**config.mk**
```make
export PLATFORM = sky130hd
export DESIGN_NAME = threshold_discriminator
export DESIGN_NICKNAME = d
export VERILOG_FILES = /design/src/rtl/threshold_discriminator.sv
export SDC_FILE = /design/constraint.sdc
export NUM_CORES = 1
export LEC_CHECK = 0
export ABC_CLOCK_PERIOD_IN_PS = 2660
export BUFFER_PORTS_ARGS = -buffer_cell sky130_fd_sc_hd__buf_4
export CORE_MARGIN = 3
export CORE_UTILIZATION = 46
export DETAILED_ROUTE_END_ITERATION = 7
export PLACE_DENSITY = 0.64
export RECOVER_POWER = 100
export SYNTH_ARGS = -nofsm -noshare
export SYNTH_HDL_FRONTEND = slang
export SYNTH_SLANG_ARGS = --single-unit
```
**constraint.sdc**
```tcl
create_clock -name clk -period 2.66 [get_ports clk]
set_input_delay 0.266 -clock clk [delete_from_list [all_inputs] [get_ports clk]]
set_output_delay 0.266 -clock clk [all_outputs]
set_load 0.02 [all_outputs]
```
**src/rtl/threshold_discriminator.sv**
```systemverilog
// rtl/threshold_discriminator.sv - threshold crossing trigger with pulse peak/width measurement, hold-off and single-entry event slot
// Optional hysteresis on the falling edge is enabled with macro HYSTERESIS_EN.
module threshold_discriminator #(
   parameter int N_P       = 12,
   parameter int W_WIDTH   = 16,
   parameter int HOLDOFF   = 32,
   parameter int MIN_WIDTH = 2,
   parameter int HYST      = 8
) (
   input  logic               clk,
   input  logic               reset,
   input  logic               sample_valid,
   input  logic [N_P-1:0]     sample,
   input  logic [N_P-1:0]     threshold,
   output logic               trig,
   output logic               busy,
   output logic               ev_valid,
   input  logic               ev_ready,
   output logic [N_P-1:0]     ev_peak,
   output logic [W_WIDTH-1:0] ev_width,
   output logic [15:0]        drop_count
);

   typedef enum logic [1:0] {S_IDLE, S_ABOVE, S_HOLD} state_t;

   state_t               r_state;
   state_t               w_next_state;
   logic [N_P-1:0]       r_fall;
   logic [N_P-1:0]       r_peak;
   logic [W_WIDTH-1:0]   r_width;
   logic [31:0]          r_hold_cnt;
   logic                 r_trig;
   logic                 r_busy;
   logic                 r_ev_valid;
   logic [N_P-1:0]       r_ev_peak;
   logic [W_WIDTH-1:0]   r_ev_width;
   logic [15:0]          r_drop;

   logic                 w_start;
   logic                 w_above;
   logic                 w_end;
   logic                 w_post;
   logic                 w_trig_nxt;
   logic                 w_busy_nxt;
   logic [N_P-1:0]       w_fall_lvl;

`ifdef HYSTERESIS_EN
   // One extra bit keeps threshold - HYST from wrapping before the clamp.
   localparam logic signed [N_P:0] FALL_MIN = {2'b11, {(N_P-1){1'b0}}};
   logic signed [N_P:0]  w_fall_ext;
   always_comb begin
      w_fall_ext = $signed({threshold[N_P-1], threshold}) - $signed((N_P+1)'(HYST));
      w_fall_lvl = threshold;
      if (w_fall_ext < FALL_MIN) w_fall_lvl = FALL_MIN[N_P-1:0];
      else                       w_fall_lvl = w_fall_ext[N_P-1:0];
   end
`else
   assign w_fall_lvl = threshold;
`endif

   assign w_start = (r_state == S_IDLE) && sample_valid && ($signed(sample) > $signed(threshold));
   assign w_above = $signed(sample) > $signed(r_fall);
   assign w_end   = (r_state == S_ABOVE) && sample_valid && !w_above;
   assign w_post  = w_end && (r_width >= W_WIDTH'(MIN_WIDTH));

   always_ff @(posedge clk or negedge reset) begin
      if (!reset) r_state <= S_IDLE;
      else        r_state <= w_next_state;
   end

   always_comb begin
      w_next_state = r_state;
      case (r_state)
         S_IDLE:  if (w_start) w_next_state = S_ABOVE;
         S_ABOVE: if (w_end)   w_next_state = (HOLDOFF == 0) ? S_IDLE : S_HOLD;
         S_HOLD:  if (r_hold_cnt <= 32'd1) w_next_state = S_IDLE;
         default: w_next_state = S_IDLE;
      endcase
   end

   always_comb begin
      w_trig_nxt = w_start;
      w_busy_nxt = (w_next_state != S_IDLE);
   end

   always_ff @(posedge clk or negedge reset) begin
      if (!reset) begin
         r_trig     <= 1'b0;
         r_busy     <= 1'b0;
         r_fall     <= '0;
         r_peak     <= '0;
         r_width    <= '0;
         r_hold_cnt <= '0;
      end else begin
         r_trig <= w_trig_nxt;
         r_busy <= w_busy_nxt;
         if (w_start) begin
            r_fall  <= w_fall_lvl;
            r_peak  <= sample;
            r_width <= W_WIDTH'(1);
         end else if ((r_state == S_ABOVE) && sample_valid && w_above) begin
            if (r_width != {W_WIDTH{1'b1}}) r_width <= r_width + 1'b1;
            if ($signed(sample) > $signed(r_peak)) r_peak <= sample;
         end
         if (w_end) r_hold_cnt <= 32'(HOLDOFF);
         else if (r_state == S_HOLD) r_hold_cnt <= r_hold_cnt - 32'd1;
      end
   end

   // Single-entry slot: a post replaces the entry only if it is empty or leaving this cycle.
   always_ff @(posedge clk or negedge reset) begin
      if (!reset) begin
         r_ev_valid <= 1'b0;
         r_ev_peak  <= '0;
         r_ev_width <= '0;
         r_drop     <= '0;
      end else begin
         if (w_post && (!r_ev_valid || ev_ready)) begin
            r_ev_valid <= 1'b1;
            r_ev_peak  <= r_peak;
            r_ev_width <= r_width;
         end else if (r_ev_valid && ev_ready) begin
            r_ev_valid <= 1'b0;
         end
         if (w_post && r_ev_valid && !ev_ready && (r_drop != 16'hFFFF))
            r_drop <= r_drop + 16'd1;
      end
   end

   assign trig       = r_trig;
   assign busy       = r_busy;
   assign ev_valid   = r_ev_valid;
   assign ev_peak    = r_ev_peak;
   assign ev_width   = r_ev_width;
   assign drop_count = r_drop;

endmodule

```
# Word level (Yosys, flattened, before mapping)
# Cells that the tools add are included.
[totals] reg_bits=121 word_cells=61 latchBits=0 out_inout_bits=47 romBits=0 ramBits=0 n_memories=0 in_bits=28
[classes] n_shift=0 mux=14 n_bitwise=0 n_lt_le_gt_ge=5 n_eq_ne=4 n_reduce_logical=24 mul=0 div_mod_pow=0 n_addsub=3
[ops] op="$mux 32" count=2
[ops] op="$mux 16" count=3
[ops] op="$gt 12x12->1" count=3
[ops] op="$mux 12" count=3
[ops] op="$add 16x1->16 const B" count=2
[ops] op="$le 32x1->1 const B" count=1
[ops] op="$ne 16x16->1 const B" count=2
[ops] op="$sub 32x1->32 const B" count=1
[ops] op="$ge 16x2->1 const B" count=1
[ops] op="$reduce_bool 2->1" count=6
[ops] op="$logic_and 1x1->1" count=11
[ops] op="$mux 2" count=3
[ops] op="$pmux 2 s3" count=1
[ops] op="$reduce_and 2->1" count=2
[ops] op="$logic_not 1->1" count=3
[ops] op="$eq 2x1->1 const B" count=1
[ops] op="$eq 2x2->1 const B" count=1
[ops] op="$logic_not 2->1" count=1
[ops] op="$mux 1" count=2
[ops] op="$logic_or 1x1->1" count=1

# Logic depth before layout (Yosys ltp)
[depth] ltp_word=7 ltp_mapped=11 mapped_depth_nobuf=9

# Worst setup path before layout
# No wires, ideal clock.
[synth_path] path_kind="register to register" startpoint="reg r_peak[1]" endpoint="reg r_peak[10]" setup_time_ps=125 synth_period_minus_slack_ps=2403 path_stages_with_launch=11 required_time_ps=2535 arrival_time_ps=2278 n_path_buf=1 path_slack_ps=257 path_cell_list="dfrtp_1 inv_1 ha_1 nor2b_1 o211ai_1 a211o_1 o211a_1 mux2_2 a31oi_1 buf_4 mux2_2"
[synth_via] elab_chain_len=3
[synth_lines] element="start: declaration" line_no="29" rtl="logic [N_P-1:0] r_peak;"
[synth_lines] element="start signal: assignment" line_no="99" rtl="r_peak <= sample;"
[synth_lines] element="start signal: assignment" line_no="103" rtl="if ($signed(sample) > $signed(r_peak)) r_peak <= sample;"
[synth_lines] element="$gt 12x12->1" line_no="103"
[synth_lines] element="$reduce_bool 2->1 (no line)"
[synth_lines] element="$reduce_and 2->1 (no line)"
# No other way between the ends.
# A chain may end at the register's enable or synchronous reset.

# Worst setup path after layout
[layout_path] startpoint="reg r_peak[6]" endpoint="reg r_peak[10]"
# The elaborated chain is that of the path after synthesis.

==> impl_results.md <==
* Chip height at 122 um
* Cells along the critical path: inv_1 -> ha_1 -> a21oi_1 -> nand2_1 -> a21oi_1 -> o211a_1 -> mux2_2 -> a31oi_1 -> buf_4 -> mux2_2
* Largest net degree at the start of global routing at 54
* Most common library cells after synthesis: dfrtp_1 (121), nor2_1 (57), nand2_1 (51), inv_1 (42), ha_1 (41)
* Gr ovfl total at 0
* Pwr Total at 7530 uW
* Post-synth EDFFs at 0
* HPWL after DPL at about 9600 um
* Crit path launch: r_peak[6]
* CP Buf/Inv Count at 2
* PwrDens at between 1000 and 1500 nW/um^2
* Synthesized net count at 665
* Async SR Flop Fraction at 100%
* Critical path's slowest cell: mux2_2
* Total of max-cap violations at 0
* DR vias/cell at between 5 and 6
* Crit path launch type: flop
* Worst slack, placed at roughly 110 ps
* Post-Synthesis Cells at 596
* Final setup margin at 152 ps
* Final Hold Vio Count at 0
* Mapped cell area at about 6200 sq um
* Actual slew at the worst max-slew pin at 1090 ps
* Final min period at between 2000 and 3000 ps
* Area added between synthesis and finish at 19.6%
* Switch share at 34.7%
* Core area at between 10000 and 15000 sq um
* Synth warnings at 0
* Top post-synthesis cells by area: dfrtp_1 (49%), ha_1 (8.3%), mux2_2 (5.6%), xor2_1 (4.2%), xnor2_1 (4.0%)
* Final setup fails at 0
* First-pass GRT wire length at roughly 23000 um
* Worst r2r src: r_peak[6]
* CTS clk-pin slew, worst paths at ~50 ps
* Die width at about 120 um
* Final WL at between 10000 and 15000 um
* Clk_lat worst skew at ~410 ps
* Slowest stage delay, CP at between 300 and 400 ps
* Leakage at between 0.003 and 0.004 uW
* Vias at 4555
* RSZ-0062 raised after global routing: false
* Mean post-synth cell area at approximately 10 sq um
* GPL Wtd Cong at approximately 0.9
* DR WL/cell at around 15 um
* Ys flop type: dfrtp_1
* Max Freq at 399 MHz
* Share of the synthesized area in the top cell type at 48.8%
* Die area at between 10000 and 15000 sq um
* Slew HR at 27.6%
* Final period utilization at a little over nine tenths
* Post CTS Setup Buffer Count at 0
* Layout net count at approximately 760
* Count leader, synth: dfrtp_1
* Hold wc startpoint: threshold[6]
* Critical Path RT at around 3000 ps
* Clock buffer depth at 2
* CTS H-tree lvls at 4
* I/O Buffers at between 70 and 80
* Crit path kind: flop to flop
* Combinational group share of total power at between 30% and 40%
* GR Util All Layers at 19.4%
* Iteration-0 DRC Markers at 220
* Sequential-to-total area share from yosys stat at 48.8%
* Distinct cells, synth at 51
* # rows at 41
* Setup crit end kind: flop
* TritonCTS Sinks at between 100 and 150
* Maximum VDD drop at between 0.4 and 0.5 mV
* Vias in the first global route at between 4000 and 5000
* Fin Setup TNS at 0 ps
* Antenna violations before repair at 0
* Flop2flop setup slack at about 150 ps
* CP delay by family, top: compound AO/OA/AOI/OAI gates
* Share of cells above drive strength 1 at around 16%
* Max-slew violation count at 0
* Root Buffer: clkbuf_16
* TritonCTS Buffers at 17
* Data arrival, critical path at 2800 ps
* P_int at ~4900 uW
* Initial Util at between 40 and 50%
* Outcome: finished, final reports clean
* CTS tree: done
* Switching power at 2610 uW
* CP max FO at 12
* # DRC at 0
* Detailed Routing Iterations Pass 1 at 4
* Cell taking the most area after synthesis: dfrtp_1
* Clock power share at between 30% and 40%
* Flop and latch count out of synthesis at between 100 and 150
* Hold Path Class: input port to flop
* IO Count at between 70 and 80
* Final Skew at 6.57 ps
* ANT nets after route at 0
* Seq pwr share at between 30% and 40%
* Antenna cells at 0
## stage by stage
stage	cells	instance area, sq um	util, %	hold WS (ps)
floorplan	596	6200	-	-29.6
global route	871	7420	57.4	66.5
finish	871	7420	57.4	68.8
CTS	871	7630	59.0	54.6
global placement	838	7020	54.3	302
detailed placement	838	7020	54.3	306
## what timing repair did
item                                   4_1_cts  5_1_grt
resized for setup                            0        0
hold buffers                                 1        0
endpoints found under the hold margin       41        0
## layout by cell type (no fill, tap or decap), types with 3 or more instances in the layout
cell	count
a21o_1	3
ha_1	41
inv_1	42
a211oi_1	3
or3_1	5
nand3b_1	3
o211ai_1	4
nand3_1	17
nor2_1	58
nor4_1	11
and3_1	12
clkbuf_2	3
o21ai_0	28
nor2b_1	7
mux2_2	31
xnor2_1	28
o211a_1	4
and4_1	4
buf_4	34
nand2b_1	3
clkinv_2	4
dfrtp_1	121
clkinvlp_4	4
bufinv_16	3
a21oi_1	17
xor2_1	30
nand4_1	19
clkbuf_1	51
nand2_1	51
clkbuf_16	17
nor3_1	7
## per-layer routing
layer / up-vias / track usage, % / part of all wire [%]
li1: 2243 / - / -
met1: 2223 / 25.3 / 47
met2: 75 / 31.0 / 48
met3: 14 / 5.57 / 3.7
met4: 0 / 6.72 / 1.4
met5: - / 0 / 0
## final cells by class
type	instances	area (sq um)
Timing Repair Buffer	89	492
Tap cell	172	215
Inverter	42	158
Clock buffer	20	447
Sequential cell	121	3030
Clock inverter	12	149
Fill cell	1167	5510
Multi-Input combinational cell	415	2930
## power groups by stage
stage,sequential [uW],clock [uW],combinational (uW)
after floorplan,2900,0,1680
final,2820,2300,2410
after global routing,2890,2440,2740
after detailed placement,2850,0,2530
after global placement,2810,0,2460
after CTS,2820,2340,2550
## cells by family after synthesis
group / Yosys count / share of synthesized area, %
adder cells (fa/ha/maj): 41 / 8.27
XOR/XNOR: 58 / 8.19
flip-flops: 121 / 48.8
AND/OR/NAND/NOR: 214 / 18.1
multiplexers: 31 / 5.63
buffers and inverters: 60 / 3.87
AO/OA/AOI/OAI: 71 / 7.18
## worst reg2reg max path, stage by stage (launching register included)
cell	delay [ps]
dfrtp_1	340
inv_1	50
ha_1	300
a21oi_1	160
nand2_1	70
a21oi_1	210
o211a_1	170
mux2_2	320
a31oi_1	180
buf_4	240
mux2_2	360
## path summary, 6_finish.rpt
kind,end,cells past startpoint
max,r_peak[10],10
min,r_fall[6],3
max reg2reg,r_peak[10],10
min reg2reg,ev_peak[4],2
max in group asynchronous,r_hold_cnt[1],3
min in group asynchronous,ev_width[10],2
## registers in the layout, indices dropped and copies added, names as in the netlist
register and count:
r_width 16, trig 1, busy 1, r_state 2
r_peak 12, ev_width 16, ev_peak 12, r_fall 12
r_hold_cnt 32, ev_valid 1, drop_count 16
Note: power is estimated with default switching activity, not from simulation.
